[src/rtl/tap_state_machine.sv]
// IEEE 1149.1 TAP controller: 16-state Moore FSM on TCK/TMS with registered
// state decodes for the IR/DR capture, shift and update paths.
module tap_state_machine (
    input  logic       TCK,
    input  logic       TRST,
    input  logic       TMS,
    output logic [3:0] tap_state,
    output logic       tap_reset,
    output logic       run_idle,
    output logic       capture_dr,
    output logic       shift_dr,
    output logic       update_dr,
    output logic       capture_ir,
    output logic       shift_ir,
    output logic       update_ir,
    output logic       pause,
    output logic       ir_select,
    output logic       tdo_en
);

    typedef enum logic [3:0] {
        EXIT2_DR         = 4'h0,
        EXIT1_DR         = 4'h1,
        SHIFT_DR         = 4'h2,
        PAUSE_DR         = 4'h3,
        SELECT_IR        = 4'h4,
        UPDATE_DR        = 4'h5,
        CAPTURE_DR       = 4'h6,
        SELECT_DR        = 4'h7,
        EXIT2_IR         = 4'h8,
        EXIT1_IR         = 4'h9,
        SHIFT_IR         = 4'hA,
        PAUSE_IR         = 4'hB,
        RUN_TEST_IDLE    = 4'hC,
        UPDATE_IR        = 4'hD,
        CAPTURE_IR       = 4'hE,
        TEST_LOGIC_RESET = 4'hF
    } tap_state_e;

    typedef struct packed {
        logic tap_reset;
        logic run_idle;
        logic capture_dr;
        logic shift_dr;
        logic update_dr;
        logic capture_ir;
        logic shift_ir;
        logic update_ir;
        logic pause;
        logic ir_select;
        logic tdo_en;
    } tap_out_t;

    localparam tap_out_t RST_OUTS = 11'b100_0000_0000;

    tap_state_e state_q;
    tap_out_t   out_q;

    function automatic tap_state_e next_state(input tap_state_e s, input logic tms);
        case (s)
            TEST_LOGIC_RESET: return tms ? TEST_LOGIC_RESET : RUN_TEST_IDLE;
            RUN_TEST_IDLE:    return tms ? SELECT_DR        : RUN_TEST_IDLE;
            SELECT_DR:        return tms ? SELECT_IR        : CAPTURE_DR;
            CAPTURE_DR:       return tms ? EXIT1_DR         : SHIFT_DR;
            SHIFT_DR:         return tms ? EXIT1_DR         : SHIFT_DR;
            EXIT1_DR:         return tms ? UPDATE_DR        : PAUSE_DR;
            PAUSE_DR:         return tms ? EXIT2_DR         : PAUSE_DR;
            EXIT2_DR:         return tms ? UPDATE_DR        : SHIFT_DR;
            UPDATE_DR:        return tms ? SELECT_DR        : RUN_TEST_IDLE;
            SELECT_IR:        return tms ? TEST_LOGIC_RESET : CAPTURE_IR;
            CAPTURE_IR:       return tms ? EXIT1_IR         : SHIFT_IR;
            SHIFT_IR:         return tms ? EXIT1_IR         : SHIFT_IR;
            EXIT1_IR:         return tms ? UPDATE_IR        : PAUSE_IR;
            PAUSE_IR:         return tms ? EXIT2_IR         : PAUSE_IR;
            EXIT2_IR:         return tms ? UPDATE_IR        : SHIFT_IR;
            UPDATE_IR:        return tms ? SELECT_DR        : RUN_TEST_IDLE;
            default:          return TEST_LOGIC_RESET;
        endcase
    endfunction

    function automatic tap_out_t decode(input tap_state_e s);
        tap_out_t o;
        o            = '0;
        o.tap_reset  = (s == TEST_LOGIC_RESET);
        o.run_idle   = (s == RUN_TEST_IDLE);
        o.capture_dr = (s == CAPTURE_DR);
        o.shift_dr   = (s == SHIFT_DR);
        o.update_dr  = (s == UPDATE_DR);
        o.capture_ir = (s == CAPTURE_IR);
        o.shift_ir   = (s == SHIFT_IR);
        o.update_ir  = (s == UPDATE_IR);
        o.pause      = (s == PAUSE_DR) || (s == PAUSE_IR);
        o.ir_select  = (s == SELECT_IR) || (s == CAPTURE_IR) || (s == SHIFT_IR) ||
                       (s == EXIT1_IR)  || (s == PAUSE_IR)   || (s == EXIT2_IR) ||
                       (s == UPDATE_IR);
        o.tdo_en     = (s == SHIFT_DR) || (s == SHIFT_IR);
        return o;
    endfunction

    // Outputs are decoded from the next state so they register alongside it,
    // keeping TMS out of every output path.
    always_ff @(posedge TCK or posedge TRST) begin
        if (TRST) begin
            state_q <= TEST_LOGIC_RESET;
            out_q   <= RST_OUTS;
        end else begin
            state_q <= next_state(state_q, TMS);
            out_q   <= decode(next_state(state_q, TMS));
        end
    end

    assign tap_state  = state_q;
    assign tap_reset  = out_q.tap_reset;
    assign run_idle   = out_q.run_idle;
    assign capture_dr = out_q.capture_dr;
    assign shift_dr   = out_q.shift_dr;
    assign update_dr  = out_q.update_dr;
    assign capture_ir = out_q.capture_ir;
    assign shift_ir   = out_q.shift_ir;
    assign update_ir  = out_q.update_ir;
    assign pause      = out_q.pause;
    assign ir_select  = out_q.ir_select;
    assign tdo_en     = out_q.tdo_en;

endmodule

[config.mk]
export PLATFORM = sky130hd
export DESIGN_NAME = tap_state_machine
export DESIGN_NICKNAME = d
export VERILOG_FILES = /design/src/rtl/tap_state_machine.sv
export SDC_FILE = /design/constraint.sdc
export NUM_CORES = 1
export LEC_CHECK = 0
export ABC_AREA = 1
export CORE_MARGIN = 2
export CORE_UTILIZATION = 41
export CTS_CLUSTER_SIZE = 25
export DETAILED_ROUTE_END_ITERATION = 16
export GPL_ROUTABILITY_DRIVEN = 0
export MAX_ROUTING_LAYER = met4
export PLACE_DENSITY = 0.71
export SLEW_MARGIN = 20
export SYNTH_ARGS = -nofsm -noshare
export SYNTH_HDL_FRONTEND = slang
export SYNTH_SLANG_ARGS = --single-unit
export TNS_END_PERCENT = 5
[constraint.sdc]
create_clock -name TCK -period 1.2 [get_ports TCK]
set_input_delay 0.18 -clock TCK [delete_from_list [all_inputs] [get_ports TCK]]
set_output_delay 0.18 -clock TCK [all_outputs]
set_load 0.05 [all_outputs]
==> results.cfg <==
[status]
status = finished with violations
violations = setup timing

[die]
num_io_pins = 18
chipWidth_um = 45.56
dieArea_um2 = 2076
initial_core_util = 0.4240
core_region_area_um2 = 1670
row_count = 15
dieHeight_um = 45.56

[setup_path]
cp_max_fo = 5
crit_slowest_cell = dfstp_4
r2r_start = tap_state[2]
start_kind = flop
critPathKind = reg -> reg
cpPeakStageDelay_ns = 0.66
r2r_setup_slack_ns = -0.36
arrival_ns = 1.76
endpoint_kind = flop
r2r_cells = 7
path_cells = inv_4 -> nor2_4 -> nand3_2 -> nand4_4 -> nand2_2 -> buf_4 -> nor3_1
r2r-end = run_idle
cp.required_ns = 1.40

[sta]
period_minus_slack_ns = 1.565
rsz0062_at_grt = yes
max_freq_mhz = 639.0
drv_slew = 0
setup_viol = 17
finalHoldViolations = 0
relSlewSlack = 0.8478
setup_ws_ns = -0.3649
fin_crit_sh = 1.304
fin_worst_skew_ns = 0.008329
tightest_slew_ns = 0.2275

[synthesis]
synth_warnings = 0
syn_nets = 82
syn-cell-area_um2 = 708.2
synth_cell_types = 17
seq_area_frac_synth = 0.5389
synthCells = 79
yosys_register_bits = 15
syn_area_per_cell_um2 = 8.964

[clock_network]
insertion_delay_ns = 0.28
cts.sinks = 15
cts_buffer_depth = 2
htree_num_levels = 1
clkTransAtPathRegs_ns = 0.09
cts_tree = yes
ctsHoldBuffers = 0
cts_buffers = 3
cts_root_buffer = clkbuf_4

[global_routing]
grt_pass1_wl_mm = 2.801
grt-ovfl-total = 0
grt_use_total = 0.2002
grt_start_max_net_pins = 16
antenna_found_initial = 0
first_global_vias = 630

[place]
port_buffers = 17
dp_hpwl_mm = 1.301

[flow_run]
cap_violations = 0

[cells_and_area]
fin_nets = 122
fin_util = 0.7985
fill_cells = 104
area_growth_pct = 88.34
diodes = 0
drive_gt1_frac = 0.5932
multi_input_area_um2 = 369.1
seq_area_um2 = 396.6
final_cell_mix = buf_12, buf_4, nand2_1, inv_1, dfrtp_1

[route]
drc = 0
final_antenna_net_count = 0
via_count = 661
dr.pass1.iters = 4
drt_wl_total_mm = 1.782
wl_per_cell_um = 13.20
viasPerCell = 4.896
first_iter_violations = 9

[hold_path]
hp-class = in -> async
area by class of cell:
| type | count | area share |
|---|---|---|
| clock buffer | 4 | 0.01970 |
| sequential | 15 | 0.2974 |
| multi-input combinational | 51 | 0.2767 |
| inverter | 13 | 0.04034 |
| tap | 17 | 0.01595 |
| timing repair buffer | 35 | 0.3499 |
cell usage after synthesis (all sizes together):
| cell type | count | area (µm²) |
|---|---|---|
| a21boi | 1 | 18.77 |
| a21oi | 1 | 5.000 |
| dfrtp | 10 | 250.2 |
| dfstp | 5 | 131.4 |
| inv | 13 | 48.80 |
| nand2 | 25 | 116.4 |
| nand3 | 8 | 50.05 |
| nand4 | 1 | 12.51 |
| nor2 | 11 | 48.80 |
| nor3 | 3 | 20.02 |
| nor4 | 1 | 6.260 |
repair_timing:
| item | CTS | global route |
|---|---|---|
| buffers inserted | 1 | 1 |
| gates resized for setup | 7 | 9 |
| endpoints found under the setup margin | 18 | 18 |
| pin swaps | 3 | 2 |
| gates cloned | 0 | 0 |
stage by stage:
step           area, µm²  std cells  hold slack (ns)  setup TNS, ns  setup WS, ns
5_1_grt             1334        135           0.2004         -5.262       -0.4566
6_report            1334        135           0.1840         -4.120       -0.3649
3_3_place_gp        1221        129           0.4913         -3.172       -0.3324
2_1_floorplan      759.5         79          0.07789         -2.530       -0.2945
4_1_cts             1282        134           0.1864         -3.918       -0.3479
3_5_place_dp        1221        129           0.5001         -3.746       -0.4060
critical path: cells and delay by family, from the launching register on:
family	cells	cell delay, ns
buf+inv	2	0.18
simple gates	5	0.65
flops	1	0.66
metal layers:
layer	wire, µm	GRT usage	vias to the layer above
met4	0	0.02353	0
met5	0	-	-
met1	726	0.2418	322
li1	-	-	321
met2	987	0.3268	18
met3	67	0.07540	0
flip-flops by register name, summed over array words and instances, names as in the netlist:
signal      cells
tap_reset       1
tdo_en          1
pause           1
ir_select       1
shift_ir        1
shift_dr        1
capture_ir      1
update_ir       1
capture_dr      1
run_idle        1
tap_state       4
update_dr       1
how the worst max path moves through the flow:
| stage | slack [ns] | startpoint | end |
|---|---|---|---|
| final | -0.36 | tap_state[2] | run_idle |
| after floorplan | -0.29 | tap_state[2] | ir_select |
| after global placement | -0.33 | TMS | ir_select |
| after detailed placement | -0.41 | TMS | ir_select |
| after CTS | -0.35 | tap_state[2] | ir_select |
| after global routing | -0.46 | tap_state[2] | ir_select |
logic make-up after synthesis:
family / after synthesis / share of synthesized area
and+or+nand+nor: 49 / 0.3587
buffers and inverters: 13 / 0.06891
DFF: 15 / 0.5389
AOI/OAI and AO/OA: 2 / 0.03356
Power is left out: the tool's default activity adds up to more than one toggle a clock period on the data nets, which glitch-free logic cannot reach.
